## config.mk

```make
export PLATFORM = sky130hd
export DESIGN_NAME = arbitro_capa
export DESIGN_NICKNAME = d
export VERILOG_FILES = /design/src/rtl/arbitro_capa.sv
export SDC_FILE = /design/constraint.sdc
export NUM_CORES = 1
export LEC_CHECK = 0
export CAP_MARGIN = 20
export CORE_UTILIZATION = 36
export CTS_CLUSTER_DIAMETER = 120
export DETAILED_ROUTE_END_ITERATION = 16
export GPL_TIMING_DRIVEN = 1
export PLACE_DENSITY = 0.85
export SYNTH_ARGS = -nofsm -noshare
export SYNTH_HDL_FRONTEND = slang
export SYNTH_SLANG_ARGS = --single-unit
```

## constraint.sdc

```tcl
create_clock -name clk -period 2.31 [get_ports clk]
set_clock_uncertainty 0.1 [all_clocks]
set_input_delay 0.462 -clock clk [delete_from_list [all_inputs] [get_ports clk]]
set_output_delay 0.462 -clock clk [all_outputs]
set_load 0.02 [all_outputs]
```

## src/rtl/arbitro_capa.sv

```systemverilog
// arbitro_capa: routing arbiter of the transaction layer.
// Pops one word per cycle from four input FIFOs, decodes the destination from
// the word's two MSBs and pushes it to the matching output FIFO two cycles later.
// Optional feature macro: ARB_ROUND_ROBIN_EN (rotating priority); when undefined
// the arbiter uses fixed priority, input 0 highest.
module arbitro_capa #(
    parameter int unsigned DATA_WIDTH = 12
) (
    input  logic                  clk,
    input  logic                  reset,
    input  logic                  Enable,
    input  logic [3:0]            fifo_empty,
    input  logic [DATA_WIDTH-1:0] data_in_p0,
    input  logic [DATA_WIDTH-1:0] data_in_p1,
    input  logic [DATA_WIDTH-1:0] data_in_p2,
    input  logic [DATA_WIDTH-1:0] data_in_p3,
    input  logic [3:0]            almost_full_out,
    output logic [3:0]            pop_in,
    output logic [3:0]            push_out,
    output logic [DATA_WIDTH-1:0] data_out,
    output logic                  idle
);

    localparam int unsigned N_PORTS  = 4;
    localparam int unsigned IDX_W    = 2;
    localparam int unsigned DEST_MSB = DATA_WIDTH - 1;

    logic                  stall;
    logic                  grant_vld;
    logic [IDX_W-1:0]      grant_idx;

    logic [IDX_W-1:0]      sel_q, sel_d;
    logic                  vld_q, vld_d;
    logic [N_PORTS-1:0]    push_q, push_d;
    logic [DATA_WIDTH-1:0] data_q, data_d;
    logic                  idle_q, idle_d;
    logic [DATA_WIDTH-1:0] route_word;
    logic [IDX_W-1:0]      route_dest;

`ifdef ARB_ROUND_ROBIN_EN
    logic [IDX_W-1:0]      ptr_q, ptr_d;
    logic [IDX_W-1:0]      cand;
`endif

    // Stall blocks new grants only; words already popped still drain.
    assign stall = reset | ~Enable | (|almost_full_out);

    // Grant: pick one non-empty input and pop it this cycle.
    always_comb begin
        grant_vld = 1'b0;
        grant_idx = '0;
        pop_in    = '0;
`ifdef ARB_ROUND_ROBIN_EN
        cand      = '0;
        for (int k = 0; k < N_PORTS; k++) begin
            cand = ptr_q + IDX_W'(k);
            if (!grant_vld && !fifo_empty[cand]) begin
                grant_vld = 1'b1;
                grant_idx = cand;
            end
        end
`else
        for (int k = N_PORTS - 1; k >= 0; k--) begin
            if (!fifo_empty[k]) begin
                grant_vld = 1'b1;
                grant_idx = IDX_W'(k);
            end
        end
`endif
        if (stall) begin
            grant_vld = 1'b0;
        end
        if (grant_vld) begin
            pop_in[grant_idx] = 1'b1;
        end
    end

    // Route: read data of the input popped last cycle and decode its destination.
    always_comb begin
        route_word = data_in_p0;
        case (sel_q)
            2'd0:    route_word = data_in_p0;
            2'd1:    route_word = data_in_p1;
            2'd2:    route_word = data_in_p2;
            default: route_word = data_in_p3;
        endcase
        route_dest = route_word[DEST_MSB -: IDX_W];
    end

    // Next-state for the capture and push stages.
    always_comb begin
        sel_d  = grant_vld ? grant_idx : sel_q;
        vld_d  = grant_vld;
        push_d = '0;
        data_d = data_q;
        if (vld_q) begin
            push_d = N_PORTS'(1) << route_dest;
            data_d = route_word;
        end
        idle_d = (&fifo_empty) & ~vld_q;
    end

`ifdef ARB_ROUND_ROBIN_EN
    // Pointer moves past the winner; holds when nothing is granted.
    always_comb begin
        ptr_d = ptr_q;
        if (grant_vld) begin
            ptr_d = grant_idx + IDX_W'(1);
        end
    end

    // Rotating-priority pointer register.
    always_ff @(posedge clk) begin
        if (reset) begin
            ptr_q <= '0;
        end else begin
            ptr_q <= ptr_d;
        end
    end
`endif

    // Pipeline registers; reset drops any in-flight word.
    always_ff @(posedge clk) begin
        if (reset) begin
            sel_q  <= '0;
            vld_q  <= 1'b0;
            push_q <= '0;
            data_q <= '0;
            idle_q <= 1'b1;
        end else begin
            sel_q  <= sel_d;
            vld_q  <= vld_d;
            push_q <= push_d;
            data_q <= data_d;
            idle_q <= idle_d;
        end
    end

    assign push_out = push_q;
    assign data_out = data_q;
    assign idle     = idle_q;

endmodule

```

==> results by group <==
Run status
  – Status: finished clean

Run
  – Number of max-cap violations: 0

Synthesis
  – Post-synth top area share: between 30% and 40%
  – Synth Area per Inst: 11.8 um^2
  – Synth top area cells: dfxtp_1, mux4_2, mux2i_1
  – Sequential-to-total area share from yosys stat: approximately 38%
  – Syn nets: between 100 and 150
  – Synth Instances: 90
  – Distinct cells, synth: 27
  – Syn. warnings: 0
  – Number of synthesized register bits: 20
  – Cell Area, Synth: approximately 1100 um^2
  – Biggest area consumer among synthesized cells: dfxtp_1

Die
  – Core Footprint: ~2800 um^2
  – Starting density of the core: between 30% and 40%
  – I/O pin count: 80
  – Die ar.: between 3000 and 4000 um^2
  – FP Rows: 19
  – DIE WIDTH: 56.3 um
  – Die height: ~56 um

Critical path
  – Cell family with most CP delay: buffers and inverters
  – CP max FO: 3
  – Worst path required time: ~1.8 ns
  – CP max stage delay: about 0.46 ns
  – Worst Path Arrival: between 1.5 and 2 ns
  – CP endpoint kind: output port
  – Crit Path Category: in2out
  – Critical path buffer and inverter count: 2
  – Critical-path cell list: clkdlybuf4s50_1, nor4b_4, nand2_1, nor3b_2, buf_4
  – Worst Setup Start Kind: primary input
  – Critical path's slowest cell: clkdlybuf4s50_1

Pwr
  – Pwr/cell area: around 400 nW/um^2
  – Peak VDD IR: ~420 uV
  – Leakage: 0.000714 uW
  – Tot Pwr: roughly 800 uW

STA
  – RSZ-0062 raised after global routing: false
  – Fin. Hold Viols: 0
  – Final Hold Slack: ~0.38 ns
  – # setup viols final: 0
  – Slew Viols, Final: 0
  – Fmax: 453 MHz
  – Final min period: approximately 2.2 ns
  – Worst Tran Pin Value: roughly 0.77 ns
  – Max-slew headroom: between 40 and 50%
  – Part of the cycle the worst path needs: 95.7%

Global routing
  – Total track usage: roughly 21%
  – Grt total ovfl: 0
  – Vias in the first global route: between 1000 and 1500
  – First-pass GRT wire length: a little over 5000 um
  – Initial antenna violation count: 0
  – Largest net degree at the start of global routing: 19

Place
  – GP Congestion: 0.738
  – Post-DP HPWL: about 2500 um
  – Dpl cells: 203
  – Number of port buffers: 79

Clocking
  – CTS sink count: 20
  – CTS buffer count: 3
  – Clock H-tree levels: 1
  – Hold-fix buffers at CTS: 0
  – Clock transition at path regs: between 0.1 and 0.15 ns
  – CTS tree: built
  – CTS Root Cell: clkbuf_4
  – Clk buf depth: 2
  – Clk_lat worst skew: between 0.2 and 0.3 ns

Detailed routing
  – Total iterations of the first detailed-routing run: 3
  – Via-per-instance ratio: 4.92
  – Detailed Route WL: around 3000 um
  – Drt drc: 0
  – Iter 0 DRT Violations: 16
  – Antenna Nets Post-Route: 0
  – DR vias: a little over 1000
  – Wire length per cell: between 10 and 15 um

Final layout
  – Layout Nets: between 200 and 250
  – Filler cells: ~200
  – Final Instance Count excl. Fillers: 208
  – Area Overhead vs Synth: 86.4%
  – Layout cell share with drive strength beyond 1: about 20%
  – Antenna diodes: 0

Worst hold path
  – Hold crit path type: reg2reg
-- routing by layer --
layer | track usage [%] | routed length, um | share of wire (%)
met5 | 0 | 0 | 0
met3 | 4.38 | 174 | 5.7
met4 | 7.32 | 23 | 0.76
met2 | 37.8 | 1700 | 56
met1 | 23.5 | 1140 | 38
-- cells by family (layout without fill, tap and decap cells) --
kind of cell | after synthesis | count (layout) | share of synthesized area (%)
AND/OR/NAND/NOR | 33 | 33 | 18.2
multiplexers | 24 | 24 | 37.2
flip-flops | 20 | 20 | 37.8
buffers and inverters | 8 | 95 | 3.90
AO/OA/AOI/OAI | 5 | 5 | 2.95
-- through the flow --
stage	setup WS [ns]	TNS, ns	instance area (um^2)	util (%)
final	0.100	0	1980	71.0
after global routing	0.00716	0	1980	71.0
after CTS	0.00446	0	1970	70.9
after detailed placement	-0.557	-1.78	1920	69.1
after global placement	-0.435	-1.59	1920	69.1
after floorplan	0.139	0	1060	-
-- layout by cell type, fill, tap and decap left out, types with 2 or more instances in the layout --
cell type        synthesis  routed
buf_4                    0      12
clkbuf_4                 0       3
clkdlybuf4s50_1          0      72
dfxtp_1                 20      20
dlygate4sd2_1            0       2
mux2i_1                 12      12
mux4_2                  11      11
nand2_1                  3       3
nand2b_1                 2       2
nand3_1                  2       2
nor2_1                  16      15
nor4b_2                  2       2
-- final cells by class --
class                           count  area [um^2]  share of cell area [%]
Timing Repair Buffer               89          851                    43.1
Clock inverter                      1         30.0                    1.52
Clock buffer                        3         22.5                    1.14
Sequential cell                    20          400                    20.3
Tap cell                           31         38.8                    1.96
Inverter                            2         7.51                   0.380
Multi-Input combinational cell     62          626                    31.7
-- power by group --
part	switching, uW	leakage [uW]	internal, uW
combinational	42.3	0.000525	120
sequential	3.13	0.000162	348
clock	109	0.0000279	175
total	154	0.000714	644
-- worst min-delay path, stage by stage (launching register included) --
cell and delay [ns]:
dfxtp_1 0.33, nand2b_1 0.06, o21ai_1 0.05
-- cells in the mapped netlist (all sizes together) --
master	instances
mux2i	12
nor3b	1
nor2	16
dfxtp	20
nand3	2
o21bai	1
inv	2
nor3	1
a31oi	1
mux4	12
a211oi	1
o21ai	2
nand4	1
nand2	3
nor4b	3
nand3b	1
clkbuf	2
nor2b	1
and3	1
buf	4
and2	1
nand2b	2
-- sequential cells by signal, summed over array words and instances (netlist names) --
| signal | cells |
|---|---|
| push_out | 4 |
| idle | 1 |
| data_out | 12 |
| sel_q | 2 |
| vld_q | 1 |
-- worst paths after layout --
path	start	endpoint	slack (ns)	depth (start not counted)
setup / recovery	Enable	pop_in[3]	0.10	5
hold / removal	data_out[10]	data_out[10]	0.38	2
setup reg to reg	sel_q[1]	data_out[9]	0.62	3
hold reg to reg	data_out[10]	data_out[10]	0.38	2
-- repair_timing --
action / in CTS / in global routing
setup endpoints to repair: 4 / 3
pin swaps: 2 / 3
resized for setup: 20 / 4
buffers inserted: 1 / 0
Power figures use the tool's default switching activity.
